[config.mk]
export PLATFORM = sky130hd
export DESIGN_NAME = sum_accumulator
export DESIGN_NICKNAME = d
export VERILOG_FILES = /design/src/rtl/sum_accumulator_pkg.sv /design/src/rtl/sum_accumulator_frame_counter.sv /design/src/rtl/sum_accumulator.sv
export SDC_FILE = /design/constraint.sdc
export NUM_CORES = 1
export LEC_CHECK = 0
export BUFFER_PORTS_ARGS = -buffer_cell sky130_fd_sc_hd__buf_2
export CELL_PAD_IN_SITES_DETAIL_PLACEMENT = 2
export CELL_PAD_IN_SITES_GLOBAL_PLACEMENT = 2
export CORE_ASPECT_RATIO = 0.7
export CORE_UTILIZATION = 33
export CTS_CLUSTER_DIAMETER = 150
export DETAILED_ROUTE_END_ITERATION = 10
export GPL_TIMING_DRIVEN = 0
export PLACE_DENSITY = 0.8
export SLEW_MARGIN = 20
export SYNTH_ARGS = -nofsm -noshare
export SYNTH_HDL_FRONTEND = slang
export SYNTH_SLANG_ARGS = --single-unit
[constraint.sdc]
create_clock -name clk -period 5 [get_ports clk]
set_input_delay 1.25 -clock clk [delete_from_list [all_inputs] [get_ports clk]]
set_output_delay 1.25 -clock clk [all_outputs]
set_load 0.05 [all_outputs]
[src/rtl/sum_accumulator_pkg.sv]
// Purpose: shared state encoding and width helpers for the sum_accumulator slice.
// Latency: n/a (declarations only).
// Backpressure: n/a.
package sum_accumulator_pkg;

  // Encodings are fixed so that waveforms and any external debug taps stay stable.
  localparam logic [1:0] ST_IDLE  = 2'd0;
  localparam logic [1:0] ST_ACCUM = 2'd1;
  localparam logic [1:0] ST_HOLD  = 2'd2;

  typedef enum logic [1:0] {
    S_IDLE  = ST_IDLE,
    S_ACCUM = ST_ACCUM,
    S_HOLD  = ST_HOLD
  } state_e;

  // A frame of up to 2^count_w samples of n-bit values needs n+count_w bits to hold the total.
  function automatic int acc_width(input int n, input int count_w);
    return n + count_w;
  endfunction

  // True when a frame whose sample count has just become new_cnt is complete.
  // len is the programmed "samples minus one" value.
  function automatic logic frame_full(input int new_cnt, input int len);
    return (new_cnt == len + 1);
  endfunction

endpackage

[src/rtl/sum_accumulator_frame_counter.sv]
// Purpose: per-frame sample counter, frame-length latch and last-sample detect.
// Latency: cnt updates one cycle after start/step; done is combinational for the current accept.
// Backpressure: none of its own; the parent only pulses start/step on an accepted sample.
//
// Ports:
//   clk, rst        clock and synchronous active-high reset
//   clear           drop the partial frame (count back to zero)
//   start           first accepted sample of a frame; latches frame_len
//   step            further accepted sample within a frame
//   frame_len       samples per frame minus one (only looked at with start)
//   cnt             samples accepted so far in the current/held frame
//   done            this accept completes the frame
module sum_accumulator_frame_counter
  import sum_accumulator_pkg::*;
#(
  parameter int COUNT_W = 4
) (
  input  logic               clk,
  input  logic               rst,
  input  logic               clear,
  input  logic               start,
  input  logic               step,
  input  logic [COUNT_W-1:0] frame_len,
  output logic [COUNT_W:0]   cnt,
  output logic               done
);

  localparam logic [COUNT_W:0] CNT_ONE = {{COUNT_W{1'b0}}, 1'b1};

  logic [COUNT_W:0]   cnt_q, cnt_d;
  logic [COUNT_W-1:0] len_q, len_d;

  always_comb begin
    cnt_d = cnt_q;
    len_d = len_q;
    done  = 1'b0;
    if (clear) begin
      cnt_d = '0;
    end else if (start) begin
      // frame_len is captured here and never looked at again until the next frame,
      // so mid-frame changes on the input are harmless.
      cnt_d = CNT_ONE;
      len_d = frame_len;
      done  = frame_full(1, int'(frame_len));
    end else if (step) begin
      cnt_d = cnt_q + CNT_ONE;
      done  = frame_full(int'(cnt_q) + 1, int'(len_q));
    end
  end

  always_ff @(posedge clk) begin
    if (rst) begin
      cnt_q <= '0;
      len_q <= '0;
    end else begin
      cnt_q <= cnt_d;
      len_q <= len_d;
    end
  end

  assign cnt = cnt_q;

endmodule

[src/rtl/sum_accumulator.sv]
// Purpose: accumulate a programmable-length frame of adder results into one total + sample count.
// Latency: out_valid rises the cycle after the frame's last accepted sample.
// Backpressure: in_ready drops while a finished frame waits for out_ready; one sample/cycle otherwise.
//
// Ports:
//   clk, rst                 clock and synchronous active-high reset
//   in_valid/in_ready        sample handshake, in_data is the unsigned adder result
//   frame_len                samples per frame minus one, taken with the first sample of a frame
//   abort                    discard a partial frame (ignored once the frame is complete)
//   out_valid/out_ready      result handshake
//   out_sum                  frame total, zero-extended arithmetic, cannot overflow
//   out_count                samples in the frame (1..2^COUNT_W)
module sum_accumulator
  import sum_accumulator_pkg::*;
#(
  parameter int N       = 4,
  parameter int COUNT_W = 4,
  parameter int ACC_W   = acc_width(N, COUNT_W)
) (
  input  logic               clk,
  input  logic               rst,
  input  logic               in_valid,
  output logic               in_ready,
  input  logic [N-1:0]       in_data,
  input  logic [COUNT_W-1:0] frame_len,
  input  logic               abort,
  output logic               out_valid,
  input  logic               out_ready,
  output logic [ACC_W-1:0]   out_sum,
  output logic [COUNT_W:0]   out_count
);

  state_e             state_q, state_d;
  logic [ACC_W-1:0]   acc_q, acc_d;
  logic [ACC_W-1:0]   in_ext;
  logic [COUNT_W:0]   cnt;
  logic               accept;
  logic               rel;
  logic               fc_clear;
  logic               fc_start;
  logic               fc_step;
  logic               fc_done;

  assign in_ext = {{(ACC_W-N){1'b0}}, in_data};

  // Outputs decode registered state only. rst masks them so the block looks idle
  // in every cycle reset is held, including the very first one before any edge.
  assign in_ready  = ~rst & (state_q != S_HOLD);
  assign out_valid = ~rst & (state_q == S_HOLD);
  assign out_sum   = rst ? '0 : acc_q;
  assign out_count = rst ? '0 : cnt;

  assign accept = in_valid & in_ready;
  assign rel    = out_valid & out_ready;

  sum_accumulator_frame_counter #(
    .COUNT_W (COUNT_W)
  ) u_frame_counter (
    .clk       (clk),
    .rst       (rst),
    .clear     (fc_clear),
    .start     (fc_start),
    .step      (fc_step),
    .frame_len (frame_len),
    .cnt       (cnt),
    .done      (fc_done)
  );

  always_comb begin
    state_d  = state_q;
    acc_d    = acc_q;
    fc_clear = 1'b0;
    fc_start = 1'b0;
    fc_step  = 1'b0;
    case (state_q)
      S_IDLE: begin
        // abort outranks a same-cycle accept: that sample is dropped.
        if (abort) begin
          fc_clear = 1'b1;
          acc_d    = '0;
        end else if (accept) begin
          fc_start = 1'b1;
          acc_d    = in_ext;
          state_d  = fc_done ? S_HOLD : S_ACCUM;
        end
      end
      S_ACCUM: begin
        if (abort) begin
          fc_clear = 1'b1;
          acc_d    = '0;
          state_d  = S_IDLE;
        end else if (accept) begin
          fc_step = 1'b1;
          acc_d   = acc_q + in_ext;
          if (fc_done) begin
            state_d = S_HOLD;
          end
        end
      end
      S_HOLD: begin
        // The result is complete; abort and in_valid have no effect here.
        // Release goes to IDLE, so no sample is taken in the release cycle.
        if (rel) begin
          state_d = S_IDLE;
        end
      end
      default: begin
        state_d = S_IDLE;
      end
    endcase
  end

  always_ff @(posedge clk) begin
    if (rst) begin
      state_q <= S_IDLE;
      acc_q   <= '0;
    end else begin
      state_q <= state_d;
      acc_q   <= acc_d;
    end
  end

endmodule

==> results_dict.tcl, run 1 <==
set metrics [dict create \
    vias 1184 \
    synth_xor_area_share_pct 11.0 \
    dpl.cell_count 227 \
    drc 0 \
    critPathCaptureType "output port" \
    netlist_instances 151 \
    yosysMostFrequentCell "nor2_1" \
    reg2reg_slack_ns 3.12 \
    yosysUniqueCellTypes 38 \
    fin_nets 202 \
    arrival_ns 2.22 \
    cts_resized 0 \
    clock_skew_ns 0.00228 \
    grt_pass1_vias 1238 \
    synthesis.area_sq_mm 0.00127 \
    min_from "acc_q[2]" \
    synth_area_leaders "dfxtp_1 (30%), xnor2_1 (6.9%), nor2b_1 (6.4%), ha_1 (5.9%), nor2_1 (5.9%)" \
    grt_first_pass_wirelength_mm 6.07 \
    drv_cap 0 \
    synth-compound-area-share_pct 14.7 \
    fill_cells 441 \
    synth_top_family_by_area "simple AND/OR/NAND/NOR gates" \
    worstSetupPathType "input pin to output port" \
    preCtsSetupSlack_ns 1.52 \
    drtIter0Drc 45 \
    path_clk_slew_ns 0.07 \
    worst_pin_slew_ns 0.571 \
    cts_tree "yes" \
    layout.cells.non_filler 231 \
    rows 18 \
    hold_class "flip-flop to flip-flop" \
    busiest_layer "met2" \
    final-hold-violation-count 0 \
    worstHoldPathCells 2 \
    clk_latency_ns 0.26 \
    crit_path_max_fanout 10 \
    min_period_ns 3.47 \
    hold_end "acc_q[2]" \
    dr.pass1.iters 3 \
    antenna_left 0 \
    rr_startpoint "acc_q[0]" \
    die_w_um 76.3 \
    sequentialPowerShare_pct 48.0 \
    cts_htree_levels 1 \
    synthFlopType "dfxtp_1" \
    ctsRootBufferMaster "clkbuf_8" \
    io_buffers 26 \
    ys_ff_latch 19 \
    slew_headroom_pct 61.9 \
    antenna_found_initial 0 \
    max_freq_mhz 288 \
    p_clk_share_pct 33.4 \
    yosys.area.top_type "dfxtp_1" \
    p_sw_share_pct 29.4 \
    synth_top_area_share_pct 29.9 \
    cts_hold_buf 0 \
    die-height_um 54.0 \
    synth-edff-count 0 \
    syn_area_per_cell_sq_um 8.44 \
    core_sq_mm 0.00360 \
    ys_seq_area_share_pct 29.9 \
    grtUsageMet1_pct 23.5 \
    critPathRequiredTime_ns 3.75 \
    via_per_inst 5.13 \
    grt_use_total_pct 19.5 \
    async_flop_share_pct 0 \
    gp_congestion 0.734 \
    p_per_area_mw_per_mm2 221 \
    internal-power_uw 236 \
    rsz0062_at_grt "no" \
    start_util_pct 35.3 \
    dp_hpwl_mm 2.94 \
    cts_max_path_buffers 2 \
    tns_ns 0 \
    ys.warnings.count 0 \
    setup_viol 0 \
    leakage_uw 0.000659 \
    post-route-period-util_pct 69.5 \
    cts_sinks 19 \
    synth.mux.area_fraction_pct 4.72 \
    synth-adder-area-share_pct 7.47 \
    cts_buffers 3 \
    r2r-end "acc_q[2]" \
    holdWs_ns 0.518 \
    grt_max_degree 11 \
    vdd_drop_max_v 0.000110 \
    rr_worst_depth 7 \
    use_met3_pct 4.07 \
    outcome "complete, no violations" \
    grt_overflow 0 \
    net-switching-power_uw 98.3 \
    fp.dieArea_sq_mm 0.00412 \
    post_route_cells_drive_above_1_share_pct 21.0 \
    wl_mm 3.79 \
    worst_slack_ns 1.53 \
    synth-simple-area-share_pct 27.0 \
    n_antenna_cell 0 \
    slew_viol_final 0 \
    syn_nets 171 \
    ioPinCount 28 \
    wl_per_cell_um 16.4 \
    area_growth_pct 18.7 \
    met2_usage_pct 37.2 \
    post-cts-setup-buffers 0 \
    dpl-instance-area_sq_mm 0.00147 \
    fin_area_sq_mm 0.00151 \
    synth_common_cells "nor2_1 (20), dfxtp_1 (19), nor2b_1 (13), xnor2_1 (10), a21oi_1 (9)" \
    worstSetupStartpointType "input pin" \
    combinationalPowerShare_pct 18.6 \
]
-- cells in the final DEF, fill, tap and decap left out, drive strengths merged --
cell | synthesis | final
and2 | 1 | 1
and3 | 2 | 2
nand2 | 6 | 6
a21o | 2 | 2
o2111a | 1 | 1
nor3 | 5 | 5
a311oi | 1 | 1
or2b | 1 | 1
ha | 6 | 6
or3 | 2 | 2
xnor2 | 10 | 10
mux2i | 6 | 6
o21ai | 3 | 3
nor4 | 3 | 3
nand2b | 2 | 2
o21bai | 2 | 2
o221a | 1 | 1
nand4 | 2 | 2
nand3 | 6 | 6
or3b | 1 | 1
nor2b | 13 | 13
a21oi | 9 | 9
a211o | 1 | 1
nor2 | 21 | 21
a41o | 1 | 1
xor2 | 6 | 6
fa | 1 | 1
buf | 4 | 30
clkbuf | 5 | 9
a31oi | 2 | 2
dfxtp | 19 | 19
inv | 4 | 4
o311ai | 2 | 2
-- metrics by stage --
stage / utilization (%) / total power, uW
after global routing: 41.9 / 352
after CTS: 41.9 / 339
after floorplan: - / 205
after detailed placement: 40.7 / 226
final: 41.9 / 334
after global placement: 40.7 / 221
-- power by group through the flow --
stage,sequential (uW),combinational (uW),clock (uW)
floorplan,162,43.1,0
global placement,163,57.9,0
detailed placement,164,61.8,0
CTS,160,62.8,115
global route,161,68.5,122
finish,160,62.0,112
-- cell type report --
| cell class | count | area [sq um] | share of cell area [%] |
|---|---|---|---|
| Buffer | 9 | 51.3 | 3.39 |
| Inverter | 4 | 15.0 | 0.993 |
| Timing Repair Buffer | 26 | 130 | 8.61 |
| Sequential cell | 19 | 380 | 25.2 |
| Multi-Input combinational cell | 119 | 827 | 54.7 |
| Clock buffer | 4 | 45.0 | 2.98 |
| Tap cell | 50 | 62.6 | 4.14 |
-- critical path, stage by stage --
cell and delay [ns]:
buf_2 0.17, clkbuf_1 0.47, nor2_1 0.10, buf_2 0.23
-- cell families after synthesis --
kind of cell | after synthesis
AOI/OAI and AO/OA | 25
DFF | 19
buffers and inverters | 13
adders and majority gates | 7
and+or+nand+nor | 65
xor gates and xnor gates | 16
muxes | 6
-- flip-flops by register name, indices dropped and copies added, names as in the netlist --
signal / cells
u_frame_counter.len_q: 4
acc_q: 8
u_frame_counter.cnt: 5
state_q: 2
-- worst max path at each step --
stage	startpoint	to	slack (ns)	cells after the start
after detailed placement	rst	out_count[0]	1.52	4
after global routing	rst	out_valid	1.45	4
final	rst	out_valid	1.53	4
after CTS	rst	out_count[0]	1.52	4
after global placement	rst	out_count[0]	1.54	4
after floorplan	rst	out_count[0]	1.60	2
-- routing by layer --
| layer | share of wire, % | vias up |
|---|---|---|
| met2 | 51 | 12 |
| li1 | - | 582 |
| met1 | 47 | 590 |
| met5 | 0 | - |
| met4 | 0 | 0 |
| met3 | 2.3 | 0 |
Note: power is estimated with default switching activity, not from simulation.
==> run 2: changes to the inputs <==
Settings changed: ABC_AREA set to 1, CORE_UTILIZATION 33 to 26, PLACE_DENSITY 0.8 to 0.72.
Clock period 5 ns to 3 ns, I/O delays scaled along.
==> results_dict.tcl, run 2 <==
set metrics [dict create \
    netlist_instances 204 \
    n_antenna_cell 0 \
    grt_overflow 0 \
    slew_viol_final 0 \
    clk_latency_ns 0.26 \
    synthesis.area_sq_mm 0.00137 \
    drtIter0Drc 35 \
    holdWs_ns 0.500 \
    antenna_left 0 \
    worstSetupStartpointType "input pin" \
    drc 0 \
    grt_first_pass_wirelength_mm 6.83 \
    dp_hpwl_mm 3.40 \
    slew_headroom_pct 61.2 \
    gp_congestion 0.738 \
    ys.warnings.count 0 \
    p_per_area_mw_per_mm2 360 \
    cts_htree_levels 1 \
    post-route-period-util_pct 85.9 \
    rows 21 \
    fp.dieArea_sq_mm 0.00557 \
    p_clk_share_pct 32.3 \
    grt_pass1_vias 1395 \
    rr_startpoint "u_frame_counter.cnt[0]" \
    synth_common_cells "nand2_1 (40), nor2_1 (29), inv_1 (26), dfxtp_1 (19), o21ai_0 (15)" \
    internal-power_uw 398 \
    area_growth_pct 19.1 \
    crit_start "rst" \
    via_per_inst 4.62 \
    cts_buffers 3 \
    outcome "complete, no violations" \
    rsz0062_at_grt "no" \
    ioPinCount 28 \
    antenna_found_initial 0 \
    dr.pass1.iters 4 \
    max_freq_mhz 388 \
    path_clk_slew_ns 0.08 \
    io_buffers 26 \
    wl_mm 4.14 \
    sequentialPowerShare_pct 46.1 \
    worst_pin_slew_ns 0.582 \
    largest_reg_flops 8 \
    setup_viol 0 \
    vias 1399 \
    cts_hold_buf 0 \
    synth-edff-count 0 \
    p_sw_share_pct 32.1 \
    synth_top_area_share_pct 27.8 \
    clock_skew_ns 0.00181 \
    drv_cap 0 \
    critPathCaptureType "output port" \
    post-cts-setup-buffers 0 \
    cts_max_path_buffers 2 \
    crit_path_max_fanout 10 \
    critPathRequiredTime_ns 2.25 \
    die-height_um 62.7 \
    yosysUniqueCellTypes 30 \
    grt_use_total_pct 16.3 \
    wl_per_cell_um 13.6 \
    cts_resized 0 \
    grt_max_degree 11 \
    worstSetupPathType "input pin to output port" \
    final_cell_mix "nand2_1 (40), nor2_1 (29), buf_2 (28)" \
    min_period_ns 2.58 \
    arrival_ns 1.83 \
    fin_nets 255 \
    ys_seq_area_share_pct 27.8 \
    layout.cells.non_filler 303 \
    net-switching-power_uw 189 \
    post_route_cells_drive_above_1_share_pct 21.8 \
    preCtsSetupSlack_ns 0.348 \
    worst_slack_ns 0.423 \
    syn_area_per_cell_sq_um 6.72 \
    top_register "acc_q" \
    final_core_util_pct 33.2 \
    start_util_pct 27.9 \
    min_from "acc_q[2]" \
    synth_area_leaders "dfxtp_1 (28%), nand2_1 (11%), nor2_1 (7.9%), inv_1 (7.1%), ha_1 (5.5%)" \
    die_w_um 88.8 \
    yosysMostFrequentCell "nand2_1" \
    cts_sinks 19 \
    tns_ns 0 \
    syn_nets 224 \
    combinationalPowerShare_pct 21.5 \
    final_common_cell "nand2_1" \
    hold_class "flip-flop to flip-flop" \
    core_sq_mm 0.00491 \
    yosys.area.top_type "dfxtp_1" \
    synthFlopType "dfxtp_1" \
    async_flop_share_pct 0 \
    ctsRootBufferMaster "clkbuf_8" \
    leakage_uw 0.000779 \
    ys_ff_latch 19 \
    cts_tree "yes" \
    final-hold-violation-count 0 \
    vdd_drop_max_v 0.000136 \
    dpl.cell_count 299 \
]
## run 2: kinds of logic after synthesis
family	after synthesis	synth area share (%)
AND/OR/NAND/NOR	101	35.3
adder cells (fa/ha/maj)	7	6.94
XOR/XNOR	5	3.20
multiplexers	2	1.64
AO/OA/AOI/OAI	36	15.4
flip-flops	19	27.8
buffers and inverters	34	9.68
## run 2: critical path: stages
cell    delay [ns]
buf_2         0.23
buf_1         0.49
nor2_1        0.11
buf_2         0.23
## run 2: worst paths after layout
path,to,slack [ns],cells past startpoint
setup / recovery,out_count[0],0.42,4
hold / removal,acc_q[2],0.50,2
setup reg to reg,state_q[0],1.39,10
hold reg to reg,acc_q[2],0.50,2
## run 2: power by group through the flow
stage | sequential (uW) | clock, uW | combinational (uW)
after floorplan | 274 | 0 | 90.7
after global placement | 277 | 0 | 125
after detailed placement | 277 | 0 | 128
after CTS | 271 | 198 | 129
after global routing | 273 | 211 | 143
final | 271 | 190 | 127
## run 2: metrics by stage
step / total power (uW) / area (sq um)
2_1_floorplan: 365 / 1370
3_3_place_gp: 402 / 1590
3_5_place_dp: 405 / 1590
4_1_cts: 598 / 1630
5_1_grt: 627 / 1630
6_report: 587 / 1630
## run 2: cell type report
cell class	count	area, sq um
fill	625	3280
multi-input combinational	151	857
sequential	19	380
timing repair buffer	26	130
inverter	31	119
tap	69	86.3
clock buffer	4	45.0
buffer	3	13.8
## run 2: layer usage
layer,vias up,track usage (%),part of all wire [%]
li1,720,-,-
met1,654,23.7,53
met2,21,24.5,43
met3,4,3.96,3.2
met4,0,3.02,0.60
met5,-,0,0
==> run 3: changes to the inputs <==
Settings changed: PLACE_DENSITY 0.72 to 0.78.
==> results_dict.tcl, run 3 (synthesized netlist as in run 2, its figures left out) <==
set metrics [dict create \
    min_from "acc_q[2]" \
    top_register "acc_q" \
    max_freq_mhz 391 \
    clock_skew_ns 0.00449 \
    r2r-end "state_q[0]" \
    post-route-period-util_pct 85.3 \
    rsz0062_at_grt "no" \
    cts_hold_buf 0 \
    largest_reg_flops 8 \
    p_per_area_mw_per_mm2 357 \
    outcome "complete, no violations" \
    critPathRequiredTime_ns 2.25 \
    critPathCaptureType "output port" \
    layout.cells.non_filler 303 \
    tns_ns 0 \
    worst_slack_ns 0.440 \
    cp_slowest_cell "buf_1" \
    drc 0 \
    setup_viol 0 \
    wl_per_cell_um 13.4 \
    final_common_cell "nand2_1" \
    rr_startpoint "u_frame_counter.len_q[0]" \
    leakage_uw 0.000779 \
    drv_cap 0 \
    worst_pin_slew_ns 0.583 \
    io_buffers 26 \
    crit_family "buffers and inverters" \
    arrival_ns 1.81 \
    grt_max_degree 11 \
    antenna_left 0 \
    worstHoldPathCells 2 \
    slew_headroom_pct 61.2 \
    grt_pass1_vias 1481 \
    via_per_inst 4.64 \
    die-height_um 62.7 \
    rr_worst_depth 11 \
    grt_use_total_pct 16.6 \
    fin_nets 255 \
    start_util_pct 27.9 \
    worstSetupStartpointType "input pin" \
    dr.pass1.iters 4 \
    final_cell_mix "nand2_1 (40), nor2_1 (29), buf_2 (28)" \
    ctsRootBufferMaster "clkbuf_8" \
    grt_first_pass_wirelength_mm 7.08 \
    cts_resized 0 \
    max_stage_delay_ns 0.49 \
    dpl.cell_count 299 \
    crit_buf_inv 3 \
    post-cts-setup-buffers 0 \
    hold_class "flip-flop to flip-flop" \
    worstSetupPathType "input pin to output port" \
    reg2reg_slack_ns 1.39 \
    clk_latency_ns 0.26 \
    preCtsSetupSlack_ns 0.406 \
    ioPinCount 28 \
    antenna_found_initial 0 \
    cts_tree "yes" \
    dp_hpwl_mm 3.38 \
    cts_sinks 19 \
    slew_viol_final 0 \
    core_sq_mm 0.00491 \
    worstPathCellList "buf_2, buf_1, nor2_1, buf_2" \
    cts_buffers 3 \
    cts_max_path_buffers 2 \
    vias 1406 \
    area_growth_pct 19.1 \
    crit_path_max_fanout 10 \
    path_common_cell "buf_2" \
    post_route_cells_drive_above_1_share_pct 21.8 \
    min_period_ns 2.56 \
    path_clk_slew_ns 0.08 \
    fp.dieArea_sq_mm 0.00557 \
    grt_overflow 0 \
    hold_end "acc_q[2]" \
    fill_cells 647 \
    final-hold-violation-count 0 \
    rows 21 \
    n_antenna_cell 0 \
    gp_congestion 0.807 \
    vdd_drop_max_v 0.000114 \
    wl_mm 4.07 \
    drtIter0Drc 33 \
    die_w_um 88.8 \
    cts_htree_levels 1 \
]
run 3: layout make-up:
class / instances / area (sq um) / area share (%)
multi-input combinational: 151 / 857 / 52.5
sequential: 19 / 380 / 23.3
timing repair buffer: 26 / 130 / 7.98
inverter: 31 / 119 / 7.29
tap: 69 / 86.3 / 5.29
clock buffer: 4 / 45.0 / 2.76
buffer: 3 / 13.8 / 0.844
run 3: worst max path at each step:
stage / start / to / slack (ns) / cells after the start
2_1_floorplan: rst / out_count[0] / 0.47 / 3
3_5_place_dp: rst / out_valid / 0.41 / 4
6_report: rst / out_valid / 0.44 / 4
3_3_place_gp: rst / out_valid / 0.44 / 4
4_1_cts: rst / out_valid / 0.40 / 4
5_1_grt: rst / out_sum[2] / 0.33 / 4
run 3: stage by stage:
step / power, uW / hold slack, ns / util (%) / cell area (sq um)
finish: 582 / 0.487 / 33.2 / 1630
global route: 624 / 0.528 / 33.2 / 1630
CTS: 594 / 0.496 / 33.2 / 1630
detailed placement: 406 / 0.484 / 32.3 / 1590
global placement: 401 / 0.471 / 32.3 / 1590
floorplan: 365 / 0.448 / - / 1370
run 3: routing by layer:
layer,vias to the layer above,track usage (%),wire length [um]
li1,724,-,-
met3,5,3.57,126
met5,-,0,0
met1,655,22.6,2130
met2,22,26.9,1800
met4,0,3.02,23
run 3: worst min-delay path, stage by stage, from the launching register on:
cell and delay [ns]:
dfxtp_1 0.32, inv_1 0.07, a21oi_1 0.06
run 3: power breakdown:
| part | total [uW] | switching [uW] | internal (uW) | leakage, uW |
|---|---|---|---|---|
| registers | 271 | 10.1 | 261 | 0.000155 |
| clock network | 183 | 88.5 | 94.5 | 0.0000228 |
| logic | 128 | 85.2 | 42.4 | 0.000602 |
| total | 582 | 184 | 398 | 0.000779 |
